**config.mk**
```make
export PLATFORM = sky130hd
export DESIGN_NAME = arcade_input_ctrl_flat
export DESIGN_NICKNAME = d
export VERILOG_FILES = /design/src/rtl/arcade_input_ctrl_if.sv /design/src/rtl/arcade_input_ctrl.sv /design/src/flat_wrapper.sv
export SDC_FILE = /design/constraint.sdc
export NUM_CORES = 1
export LEC_CHECK = 0
export ABC_AREA = 1
export CAP_MARGIN = 0
export CORE_UTILIZATION = 40
export DETAILED_ROUTE_END_ITERATION = 10
export MAX_ROUTING_LAYER = met4
export PLACE_DENSITY = 0.72
export SLEW_MARGIN = 40
export SYNTH_ARGS = -nofsm -noshare
export SYNTH_HDL_FRONTEND = slang
export SYNTH_SLANG_ARGS = --single-unit
```
**constraint.sdc**
```tcl
create_clock -name clk_sys -period 1.6 [get_ports clk_sys]
set_input_delay 0.32 -clock clk_sys [delete_from_list [all_inputs] [get_ports clk_sys]]
set_output_delay 0.32 -clock clk_sys [all_outputs]
set_load 0.05 [all_outputs]
```
**src/rtl/arcade_input_ctrl_if.sv**
```systemverilog
// Player-input conditioner bus.
//   master : drives tick, joy_in, shared, af_en, af_rate; observes the outputs
//   slave  : the conditioner itself
//   tick      - time-base clock enable (single-cycle pulse)
//   joy_in    - raw joystick words, player p at [16p+15:16p]
//   shared    - player 0 directions/buttons drive every player slot
//   af_en     - autofire enable, bit [BUTTONS*p+b]
//   af_rate   - autofire half-period minus 1, in ticks
//   dir_out   - {up,down,left,right} per player
//   btn_out   - conditioned fire buttons
//   start_out - {start2,start1}, ORed across all players
//   coin_out  - shaped coin pulse per player
interface arcade_input_ctrl_if #(
  parameter int PLAYERS = 2,
  parameter int BUTTONS = 2
);
  logic                         tick;
  logic [16*PLAYERS-1:0]        joy_in;
  logic                         shared;
  logic [BUTTONS*PLAYERS-1:0]   af_en;
  logic [3:0]                   af_rate;
  logic [4*PLAYERS-1:0]         dir_out;
  logic [BUTTONS*PLAYERS-1:0]   btn_out;
  logic [1:0]                   start_out;
  logic [PLAYERS-1:0]           coin_out;

  modport master (
    output tick, joy_in, shared, af_en, af_rate,
    input  dir_out, btn_out, start_out, coin_out
  );

  modport slave (
    input  tick, joy_in, shared, af_en, af_rate,
    output dir_out, btn_out, start_out, coin_out
  );
endinterface

```
**src/rtl/arcade_input_ctrl.sv**
```systemverilog
// Player-input conditioner between hps_io joystick words and an arcade core.
// Routes directions/buttons (shared or per-player), cleans opposing
// directions, applies per-button autofire and shapes coin inputs into
// fixed-length pulses with a minimum gap. All outputs registered in clk_sys.
//   clk_sys - system clock
//   reset_n - asynchronous active-low reset
//   io      - arcade_input_ctrl_if slave (see interface header)
// Joystick word: [0] right, [1] left, [2] down, [3] up, [4+b] button b,
//   [4+BUTTONS] start1, [5+BUTTONS] start2, [6+BUTTONS] coin.
module arcade_input_ctrl #(
  parameter int PLAYERS    = 2,
  parameter int BUTTONS    = 2,
  parameter int COIN_LEN   = 8,
  parameter int SOCD_CLEAN = 1
) (
  input  logic          clk_sys,
  input  logic          reset_n,
  arcade_input_ctrl_if.slave io
);

  localparam int START1_BIT = 4 + BUTTONS;
  localparam int START2_BIT = 5 + BUTTONS;
  localparam int COIN_BIT   = 6 + BUTTONS;
  localparam logic [7:0] COIN_LAST = 8'(COIN_LEN - 1);

  typedef enum logic [1:0] {
    C_IDLE,
    C_PULSE,
    C_GAP,
    C_WAIT_REL
  } coin_state_t;

  logic [4*PLAYERS-1:0]       dir_nx;
  logic [BUTTONS*PLAYERS-1:0] btn_nx;
  logic [1:0]                 start_nx;
  logic [PLAYERS-1:0]         af_held;
  logic [PLAYERS-1:0]         af_ph;
  logic [PLAYERS-1:0]         coin_r;

  logic [4*PLAYERS-1:0]       dir_r;
  logic [BUTTONS*PLAYERS-1:0] btn_r;
  logic [1:0]                 start_r;

  // Routing, SOCD cleanup, autofire gating and start OR.
  always_comb begin
    logic [15:0]        word;
    logic [3:0]         d;
    logic [BUTTONS-1:0] b;
    logic [BUTTONS-1:0] en;
    int unsigned        sel;
    dir_nx   = '0;
    btn_nx   = '0;
    start_nx = '0;
    af_held  = '0;
    word     = '0;
    d        = '0;
    b        = '0;
    en       = '0;
    sel      = 0;
    for (int unsigned p = 0; p < PLAYERS; p++) begin
      sel  = io.shared ? 0 : p;
      word = io.joy_in[16*sel +: 16];
      d    = word[3:0];
      if (SOCD_CLEAN != 0) begin
        if (d[0] && d[1]) d[1:0] = '0;
        if (d[2] && d[3]) d[3:2] = '0;
      end
      dir_nx[4*p +: 4] = d;
      b  = word[4 +: BUTTONS];
      en = io.af_en[BUTTONS*p +: BUTTONS];
      af_held[p] = |(b & en);
      btn_nx[BUTTONS*p +: BUTTONS] = b & (~en | {BUTTONS{af_ph[p]}});
      // Start is taken from every raw word regardless of shared routing.
      start_nx[0] = start_nx[0] | io.joy_in[16*p + START1_BIT];
      start_nx[1] = start_nx[1] | io.joy_in[16*p + START2_BIT];
    end
  end

  always_ff @(posedge clk_sys or negedge reset_n) begin
    if (!reset_n) begin
      dir_r   <= '0;
      btn_r   <= '0;
      start_r <= '0;
    end else begin
      dir_r   <= dir_nx;
      btn_r   <= btn_nx;
      start_r <= start_nx;
    end
  end

  for (genvar p = 0; p < PLAYERS; p++) begin : g_player
    // Autofire phase: held at phase 1 while idle so the first press fires.
    logic [3:0] af_cnt;
    logic       af_ph_r;

    always_ff @(posedge clk_sys or negedge reset_n) begin
      if (!reset_n) begin
        af_cnt  <= '0;
        af_ph_r <= 1'b1;
      end else if (!af_held[p]) begin
        af_cnt  <= '0;
        af_ph_r <= 1'b1;
      end else if (io.tick) begin
        if (af_cnt == io.af_rate) begin
          af_cnt  <= '0;
          af_ph_r <= ~af_ph_r;
        end else begin
          af_cnt <= af_cnt + 4'd1;
        end
      end
    end

    assign af_ph[p] = af_ph_r;

    // Coin pulse shaper.
    logic        coin_live;
    logic        coin_prev;
    logic        coin_q;
    coin_state_t st, st_nx;
    logic [7:0]  cnt, cnt_nx;

    assign coin_live = io.joy_in[16*p + COIN_BIT];

    always_ff @(posedge clk_sys or negedge reset_n) begin
      if (!reset_n) begin
        st        <= C_IDLE;
        cnt       <= '0;
        coin_prev <= 1'b0;
        coin_q    <= 1'b0;
      end else begin
        st        <= st_nx;
        cnt       <= cnt_nx;
        coin_prev <= coin_live;
        coin_q    <= (st == C_PULSE);
      end
    end

    always_comb begin
      st_nx  = st;
      cnt_nx = cnt;
      case (st)
        C_IDLE: begin
          if (coin_live && !coin_prev) begin
            st_nx  = C_PULSE;
            cnt_nx = '0;
          end
        end
        C_PULSE, C_GAP: begin
          if (io.tick) begin
            if (cnt == COIN_LAST) begin
              st_nx  = (st == C_PULSE) ? C_GAP : C_WAIT_REL;
              cnt_nx = '0;
            end else begin
              cnt_nx = cnt + 8'd1;
            end
          end
        end
        C_WAIT_REL: begin
          if (!coin_live) st_nx = C_IDLE;
        end
        default: st_nx = C_IDLE;
      endcase
    end

    assign coin_r[p] = coin_q;
  end

  assign io.dir_out   = dir_r;
  assign io.btn_out   = btn_r;
  assign io.start_out = start_r;
  assign io.coin_out  = coin_r;

endmodule
```
**src/flat_wrapper.sv**
```systemverilog
// flat-port wrapper written by rule: the top's interface ports become plain ports
module arcade_input_ctrl_flat 
#(
  parameter int PLAYERS    = 2,
  parameter int BUTTONS    = 2,
  parameter int COIN_LEN   = 8,
  parameter int SOCD_CLEAN = 1
)
  (clk_sys, reset_n, io_tick, io_joy_in, io_shared, io_af_en, io_af_rate, io_dir_out, io_btn_out, io_start_out, io_coin_out);
  arcade_input_ctrl_if #(.PLAYERS(PLAYERS), .BUTTONS(BUTTONS)) io_i ();
  input  logic clk_sys;
  input  logic reset_n;
  input wire logic [$bits(io_i.tick)-1:0] io_tick;
  input wire logic [$bits(io_i.joy_in)-1:0] io_joy_in;
  input wire logic [$bits(io_i.shared)-1:0] io_shared;
  input wire logic [$bits(io_i.af_en)-1:0] io_af_en;
  input wire logic [$bits(io_i.af_rate)-1:0] io_af_rate;
  output wire logic [$bits(io_i.dir_out)-1:0] io_dir_out;
  output wire logic [$bits(io_i.btn_out)-1:0] io_btn_out;
  output wire logic [$bits(io_i.start_out)-1:0] io_start_out;
  output wire logic [$bits(io_i.coin_out)-1:0] io_coin_out;
  assign io_i.tick = io_tick;
  assign io_i.joy_in = io_joy_in;
  assign io_i.shared = io_shared;
  assign io_i.af_en = io_af_en;
  assign io_i.af_rate = io_af_rate;
  assign io_dir_out = io_i.dir_out;
  assign io_btn_out = io_i.btn_out;
  assign io_start_out = io_i.start_out;
  assign io_coin_out = io_i.coin_out;
  arcade_input_ctrl #(.PLAYERS(PLAYERS), .BUTTONS(BUTTONS), .COIN_LEN(COIN_LEN), .SOCD_CLEAN(SOCD_CLEAN)) u_core (.clk_sys(clk_sys), .reset_n(reset_n), .io(io_i));
endmodule
```
==> results.toml, run 1 <==
[power]
p_int_w = 0.00251
power.density_nw_per_um2 = 1200
pwr-share-seq_pct = 38.7
total_power_w = 0.00409
pwr-share-comb_pct = 40.1
p_switching_w = 0.00158
clock_power_share_pct = 21.2
p_leak_nw = 1.81
ir_drop_mv = 0.547
sw_frac_of_total_pct = 38.7

[sta]
finalHoldViolCount = 0
setup_slack_ns = 0.116
tightest_slew_ns = 0.285
maxSlewViolCount = 0
fin_crit_sh_pct = 92.8
fin_skew_ns = 0.00854
final.setup.tns_ns = 0
setup_viol_count_final = 0
period_needed_ns = 1.48
max_freq_mhz = 674
slew_headroom_pct = 80.8

[yosys]
syn_area_um2 = 2710
avgSynthCellArea_um2 = 7.65
synth_top_cell_by_area = "dfrtp_1"
synth_area_leaders = "dfrtp_1, nand2_1, inv_1"
synthCells = 354
yosys_warnings = 0
ys_types = 31
ys_seq_area_share_pct = 44.5
ys_ff_latch = 48
syn-num-nets = 408
synth_top_area_share_pct = 42.5

[grt]
first_global_vias = 2182
antenna_found_initial = 0
grt_start_max_net_pins = 39
gr-usage-all-layers_pct = 16.6
overflow = 0
grt_pass1_wl_um = 9250

[final_layout]
final_common_cell = "nand2_1"
final_cells = 494
diodes = 0
drive_above_1_share_pct = 15.8
layout_common_cells = "nand2_1, inv_1, dfrtp_1, buf_4, clkdlybuf4s50_1"
areaGrowthSynthToFinish_pct = 25.8
final_nets = 470
final_area_um2 = 3410

[setup_path]
cp.required_ns = 1.80
startpoint_type = "register"
r2r_cells = 8
worstPathArrival_ns = 1.69
path_max_fanout = 4
cp-end-kind = "register"
path_class = "register to register"

[cts]
clk_pin_slew_ns = 0.08
cts.path.max_buffers = 2
cts_sinks = 48
cts-root-buf = "clkbuf_8"
cts_inserted_buffers = 5
clock_latency_ns = 0.31
htree_levels = 2
cts_tree = "yes"

[floorplanning]
die_area_um2 = 7100
core.rowCount = 29
core_um2 = 6460
die_height_um = 84.3
start_util_pct = 41.9
io_pins = 60
die_w_um = 84.3

[drt]
vias = 2333
wl_per_cell_um = 10.6
routed_wirelength_um = 5240
dr.pass1.iters = 4
first_iter_violations = 78
avgViaCountPerCell = 4.72
ant_nets = 0
drc = 0

[placed_design]
post_dp_cell_area_um2 = 3260
gp_congestion = 0.821
dp_slack_ns = -0.110
dpl.cell_count = 482
dp_hpwl_um = 3940
port_buffers = 45

[job]
maxCapViolCount = 0

[hold_path]
hold_class = "input pin to asynchronous set/reset pin"

[status]
outcome = "finished clean"
## routing by layer
metal	GRT usage, %	up-vias	wire length, um
li1	-	1233	-
met1	20.6	1054	2480
met2	26.4	38	2500
met3	4.13	8	183
met4	5.64	0	72
met5	-	-	0
## what timing repair did
item                                    in CTS  in global routing
hold buffers                                 1                  0
endpoints found under the setup margin       0                  8
resized for setup                            0                  1
setup buffers                                0                  2
hold endpoints to repair                    10                  0
## path summary, 6_finish.rpt
check,start,end,slack [ns]
worst max-delay path,u_core.g_player[1].st[0],u_core.g_player[1].st[0],0.12
worst min-delay path,reset_n,u_core.io.dir_out[7],0.44
worst max register to register,u_core.g_player[1].st[0],u_core.g_player[1].st[0],0.12
worst min register to register,u_core.g_player[0].af_ph_r,u_core.g_player[0].af_ph_r,0.48
max in group asynchronous,reset_n,u_core.g_player[0].af_ph_r,0.62
min in group clk_sys,u_core.g_player[0].af_ph_r,u_core.g_player[0].af_ph_r,0.48
## through the flow
step | hold WS [ns] | utilization, %
after floorplan | 0.0244 | -
after global placement | 0.210 | 50.5
after detailed placement | 0.210 | 50.5
after CTS | 0.425 | 52.3
after global routing | 0.460 | 52.7
final | 0.442 | 52.7
## synthesized netlist by cell type
library cell and instances:
a21boi_0 4, nor2_4 1, o21ai_2 2, mux2i_1 2, a21oi_1 3, buf_2 1, nor3_1 1, nand4_1 19
a22oi_1 1, dfstp_2 2, inv_1 52, nand3_1 23, inv_2 3, xor2_1 3, dfrtp_1 46, o21ai_0 8
nand2_2 7, nor2_1 24, nor2_2 1, nand2_1 117, a21oi_4 1, ha_1 10, or2_2 2, nand2_4 2
o21ai_1 9, buf_6 2, a21oi_2 1, inv_4 1, buf_4 4, clkinv_2 1, a22oi_2 1
## area by class of cell
type,instances,area (um2)
inverter,57,218
timing repair buffer,61,541
sequential,48,1200
clock buffer,6,72.6
tap,77,96.3
fill,638,3050
clock inverter,2,35.0
multi-input combinational,243,1240
## kinds of logic after synthesis
group / after synthesis / synth area share (%)
AOI/OAI and AO/OA: 30 / 7.12
xor gates and xnor gates: 3 / 0.971
adders and majority gates: 10 / 4.62
buffers and inverters: 64 / 10.2
DFF: 48 / 44.5
muxes: 2 / 0.739
and+or+nand+nor: 197 / 31.9
## critical path, cell delays in order, from the launching register on
cell and delay, ns:
dfrtp_1 0.41, inv_1 0.06, ha_1 0.34, inv_2 0.07, nor2_2 0.06, a21oi_2 0.18, nand3_1 0.13, nand2_1 0.08
nand2_1 0.05
## power by group through the flow
| stage | Sequential, W | Clock (W) | Combinational (W) |
|---|---|---|---|
| floorplan | 0.00166 | 0 | 0.00109 |
| global placement | 0.00159 | 0 | 0.00154 |
| detailed placement | 0.00160 | 0 | 0.00157 |
| CTS | 0.00158 | 0.000898 | 0.00158 |
| global route | 0.00161 | 0.000946 | 0.00183 |
| finish | 0.00158 | 0.000866 | 0.00164 |
## registers in the layout (all words and copies together) (netlist names)
| name | flops |
|---|---|
| u_core.g_player.coin_prev | 2 |
| u_core.g_player.coin_q | 2 |
| u_core.g_player.cnt | 16 |
| u_core.io.start_out | 2 |
| u_core.g_player.st | 4 |
| u_core.io.btn_out | 4 |
| u_core.io.dir_out | 8 |
| u_core.g_player.af_cnt | 8 |
| u_core.g_player.af_ph_r | 2 |
Power figures use the tool's default switching activity.
==> inputs of run 2 (changes only) <==
CORE_MARGIN = 3   (was unset)
CORE_UTILIZATION = 44   (was 40)
PLACE_DENSITY = 0.78   (was 0.72)
==> run 2 against run 1 <==
  * First-iteration DRC count grew 2.6%
  * Worst hold slack gained 0.040 ns
  * Via count grew 1.7%
  * Global-route usage shrank 0.37 points
  * Register-to-register slack better by 0.02 ns
  * Combinational power up 4%
  * Critical endpoint is now u_core.g_player[1].cnt[0]
  * Largest power group unchanged
  * Highest routed layer unchanged
==> results.toml, run 2 (synthesis results as in run 1) <==
[cts]
cts-root-buf = "clkbuf_8"
htree_levels = 2
cts_tree = "yes"
clk_pin_slew_ns = 0.09
cts_sinks = 48
clock_latency_ns = 0.30
cts_inserted_buffers = 5
cts.path.max_buffers = 2

[placed_design]
dpl.cell_count = 478
gp_congestion = 0.820
dp_slack_ns = -0.0853
port_buffers = 45
dp_hpwl_um = 4340

[grt]
gr-usage-all-layers_pct = 16.2
grt_start_max_net_pins = 22
first_global_vias = 2249
overflow = 0
grt_pass1_wl_um = 9270
antenna_found_initial = 0

[drt]
top_layer = "met4"
wl_per_cell_um = 11.2
wl_met2_um = 2790
routed_wirelength_um = 5450
dr.pass1.iters = 4
drc = 0
vias = 2373
ant_nets = 0
avgViaCountPerCell = 4.86
first_iter_violations = 80
met1Wirelength_um = 2320
dr_wl_met3_um = 280

[final_layout]
final_nets = 469
final_cells = 488
top_register = "u_core.g_player.cnt"
drive_above_1_share_pct = 15.9
largest_register_ff_count = 16
final_common_cell = "nand2_1"
areaGrowthSynthToFinish_pct = 25.6
layout_common_cells = "nand2_1, inv_1, dfrtp_1, clkdlybuf4s50_1, buf_4"
n_fill_cell = 534
diodes = 0
postLayoutCoreUtil_pct = 59.2

[floorplanning]
start_util_pct = 47.1
io_pins = 60
core.rowCount = 27
die_w_um = 84.4
core_um2 = 5740
die_height_um = 84.4
die_area_um2 = 7130

[sta]
setup_slack_ns = 0.139
setup_viol_count_final = 0
period_needed_ns = 1.46
fin_crit_sh_pct = 91.3
rsz0062_at_grt = "false"
max_freq_mhz = 684
tightest_slew_ns = 0.422
slew_headroom_pct = 71.9
finalHoldViolCount = 0
fin_skew_ns = 0.00728
maxSlewViolCount = 0
final.setup.tns_ns = 0

[power]
power.density_nw_per_um2 = 1170
p_leak_nw = 1.80
ir_drop_mv = 0.832

[setup_path]
path_class = "register to register"
slowest_delay_ns = 0.38
path_delay_family = "flip-flops"
cp-end-kind = "register"
crit_slowest_cell = "dfrtp_1"
worstPathArrival_ns = 1.64
crit_chain = "inv_1 > ha_2 > nand2_2 > a21oi_4 > inv_2 > nand2_1 > o21ai_1"
startpoint_type = "register"
cp.required_ns = 1.78
path_max_fanout = 5
critPathBufInv = 2

[hold_path]
hold_class = "register to register"

[job]
maxCapViolCount = 0

[status]
outcome = "finished clean"
[run 2: changes by cell type in the layout (fill, tap and decap cells not counted)]
cell / previous run / this run
a21oi_2: 2 / 1
a21oi_4: 1 / 2
buf_12: 1 / 2
buf_4: 30 / 28
bufinv_16: 1 / 0
clkinvlp_4: 0 / 1
ha_1: 10 / 9
ha_2: 0 / 1
nand3_1: 23 / 22
nand3_2: 0 / 1
nor2_1: 23 / 24
nor2_2: 2 / 0
nor2_4: 1 / 2
[run 2: per-layer routing]
| layer | track usage [%] | vias up |
|---|---|---|
| li1 | - | 1233 |
| met1 | 17.1 | 1090 |
| met2 | 29.4 | 43 |
| met3 | 5.50 | 7 |
| met4 | 3.17 | 0 |
| met5 | - | - |
[run 2: worst paths after layout]
kind,startpoint,to,slack [ns],cells past startpoint
max,u_core.g_player[1].st[1],u_core.g_player[1].cnt[0],0.14,7
min,u_core.g_player[1].af_ph_r,u_core.g_player[1].af_ph_r,0.48,2
max reg2reg,u_core.g_player[1].st[1],u_core.g_player[1].cnt[0],0.14,7
min reg2reg,u_core.g_player[1].af_ph_r,u_core.g_player[1].af_ph_r,0.48,2
max in group asynchronous,reset_n,u_core.g_player[1].af_ph_r,0.59,3
min in group asynchronous,reset_n,u_core.g_player[0].af_cnt[3],0.49,2
[run 2: through the flow]
step	hold WS, ns	total power, W	area [um2]
2_1_floorplan	0.0244	0.00276	2710
3_3_place_gp	0.274	0.00319	3280
3_5_place_dp	0.276	0.00326	3280
4_1_cts	0.486	0.00397	3370
5_1_grt	0.499	0.00427	3400
6_report	0.482	0.00399	3400
[run 2: where the power goes]
| part | switching, W | total (W) | internal [W] |
|---|---|---|---|
| logic | 0.00105 | 0.00171 | 0.000667 |
| registers | 0.000150 | 0.00157 | 0.00142 |
| clock network | 0.000400 | 0.000707 | 0.000306 |
| total | 0.00160 | 0.00399 | 0.00239 |
[run 2: layout make-up]
| type | instances | area (um2) | share of cell area (%) |
|---|---|---|---|
| clock buffers | 6 | 72.6 | 2.13 |
| clock inverters | 2 | 12.5 | 0.368 |
| inverters | 57 | 218 | 6.40 |
| multi-input cells | 243 | 1260 | 37.0 |
| flip-flops and latches | 48 | 1200 | 35.4 |
| well taps | 72 | 90.1 | 2.65 |
| repair buffers | 60 | 546 | 16.0 |
[run 2: worst register-to-register path, cell delays in order (launching register included)]
cell and delay (ns):
dfrtp_1 0.38, inv_1 0.07, ha_2 0.37, nand2_2 0.10, a21oi_4 0.22, inv_2 0.09, nand2_1 0.06, o21ai_1 0.06
[run 2: timing repair]
action / CTS / global route
setup endpoints to repair: 0 / 10
hold buffers: 1 / 0
setup buffers: 0 / 0
endpoints found under the hold margin: 14 / 0
resized for setup: 0 / 4
==> inputs of run 3 (changes only) <==
CAP_MARGIN = 20   (was 0)
PLACE_DENSITY = 0.74   (was 0.78)
==> run 3 against run 2 <==
  * Flip-flop and latch count unchanged
  * Clock power is 32% higher
  * Sequential power barely moved
  * Setup slack barely moved
  * Maximum frequency about the same
  * Sequential share of layout area down 0.48 points
  * Power increased by 6.3%
  * Core utilization up 0.81 points
  * Non-clock buffer count grew 3
  * Count of clock-buffer cells in the layout unchanged
  * Largest cell class unchanged
==> results.toml, run 3 (synthesis results as in run 1) <==
[grt]
grt_start_max_net_pins = 23
first_global_vias = 2266
overflow = 0
grt_pass1_wl_um = 9540
antenna_found_initial = 0
gr-usage-all-layers_pct = 16.3

[setup_path]
path_class = "register to register"
r2r_slack_ns = 0.14
startpoint_type = "register"
critPathBufInv = 2
cp.required_ns = 1.84
path_delay_family = "simple AND/OR/NAND/NOR gates"
slowest_delay_ns = 0.41
crit_chain = "inv_1 > ha_4 > nand2_1 > nand2_2 > nor2_4 > buf_4 > a21oi_1 > nor2_1"
crit_slowest_cell = "dfrtp_1"
cp-end-kind = "register"
path_max_fanout = 5
worstPathArrival_ns = 1.70

[placed_design]
port_buffers = 45
dp_slack_ns = -0.0783
gp_congestion = 0.832
dp_hpwl_um = 4210
dpl.cell_count = 479

[final_layout]
areaGrowthSynthToFinish_pct = 27.3
n_fill_cell = 515
layout_common_cells = "nand2_1, inv_1, dfrtp_1, buf_4, clkdlybuf4s50_1"
largest_register_ff_count = 16
diodes = 0
postLayoutCoreUtil_pct = 60.0
final_common_cell = "nand2_1"
final_cells = 491
final_nets = 472
drive_above_1_share_pct = 17.2
top_register = "u_core.g_player.cnt"

[drt]
wl_met2_um = 2670
routed_wirelength_um = 5390
first_iter_violations = 95
top_layer = "met4"
met1Wirelength_um = 2430
wl_per_cell_um = 11.0
ant_nets = 0
avgViaCountPerCell = 4.85
drc = 0
dr_wl_met3_um = 250
dr.pass1.iters = 4
vias = 2381

[floorplanning]
die_w_um = 84.4
start_util_pct = 47.1
io_pins = 60
core.rowCount = 27
die_area_um2 = 7130
core_um2 = 5740
die_height_um = 84.4

[sta]
period_needed_ns = 1.46
max_freq_mhz = 684
maxSlewViolCount = 0
finalHoldViolCount = 0
slew_headroom_pct = 69.3
setup_slack_ns = 0.139
setup_viol_count_final = 0
fin_crit_sh_pct = 91.3
fin_skew_ns = 0.00634
tightest_slew_ns = 0.460
final.setup.tns_ns = 0

[cts]
htree_levels = 2
cts_sinks = 48
clock_latency_ns = 0.30
clk_pin_slew_ns = 0.09
cts-root-buf = "clkbuf_8"
cts_tree = "yes"
cts_inserted_buffers = 5
cts.path.max_buffers = 2

[power]
total_power_w = 0.00424
ir_drop_mv = 0.700
p_leak_nw = 1.83
power.density_nw_per_um2 = 1230

[job]
maxCapViolCount = 0

[status]
outcome = "finished clean"

[hold_path]
hold_class = "register to register"
-- run 3: routing by layer --
layer | vias to the layer above | global-route usage (%)
met5 | - | -
met1 | 1093 | 19.5
met3 | 5 | 3.93
met4 | 0 | 3.45
li1 | 1244 | -
met2 | 39 | 28.1
-- run 3: timing repair --
item,4_1_cts,5_1_grt
endpoints found under the hold margin,16,0
endpoints found under the setup margin,0,13
hold buffers,1,0
setup buffers,0,2
resized for setup,0,5
-- run 3: where the power goes --
| group | leakage [nW] | total, W | switching, W | internal, W |
|---|---|---|---|---|
| clock | 0.0614 | 0.000930 | 0.000419 | 0.000512 |
| sequential | 0.620 | 0.00156 | 0.000146 | 0.00142 |
| combinational | 1.14 | 0.00174 | 0.00106 | 0.000688 |
| total | 1.83 | 0.00424 | 0.00162 | 0.00262 |
-- run 3: stage by stage --
| step | hold slack, ns | cell area (um2) |
|---|---|---|
| after floorplan | 0.0244 | 2710 |
| after global routing | 0.502 | 3450 |
| after CTS | 0.480 | 3400 |
| after global placement | 0.300 | 3270 |
| after detailed placement | 0.308 | 3270 |
| final | 0.478 | 3450 |
-- run 3: cell type report --
cell class | count | area, um2 | area share, %
Clock buffer | 6 | 82.6 | 2.40
Clock inverter | 2 | 38.8 | 1.13
Inverter | 57 | 218 | 6.32
Multi-Input combinational cell | 243 | 1260 | 36.5
Sequential cell | 48 | 1200 | 34.9
Tap cell | 72 | 90.1 | 2.61
Timing Repair Buffer | 63 | 556 | 16.1
-- run 3: worst paths after layout --
check	from	end	depth (start not counted)
min reg2reg	u_core.g_player[0].af_ph_r	u_core.g_player[0].af_ph_r	2
max	u_core.g_player[0].st[1]	u_core.g_player[0].cnt[4]	8
max reg2reg	u_core.g_player[0].st[1]	u_core.g_player[0].cnt[4]	8
min	u_core.g_player[0].af_ph_r	u_core.g_player[0].af_ph_r	2
max in group asynchronous	reset_n	u_core.g_player[0].af_ph_r	3
min in group asynchronous	reset_n	u_core.g_player[1].af_cnt[0]	2
-- run 3: tightest hold or removal path: cells and delay by family, from the launching register on --
kind	cells	cell delay (ns)
and+or+nand+nor	2	0.10
DFF	1	0.39
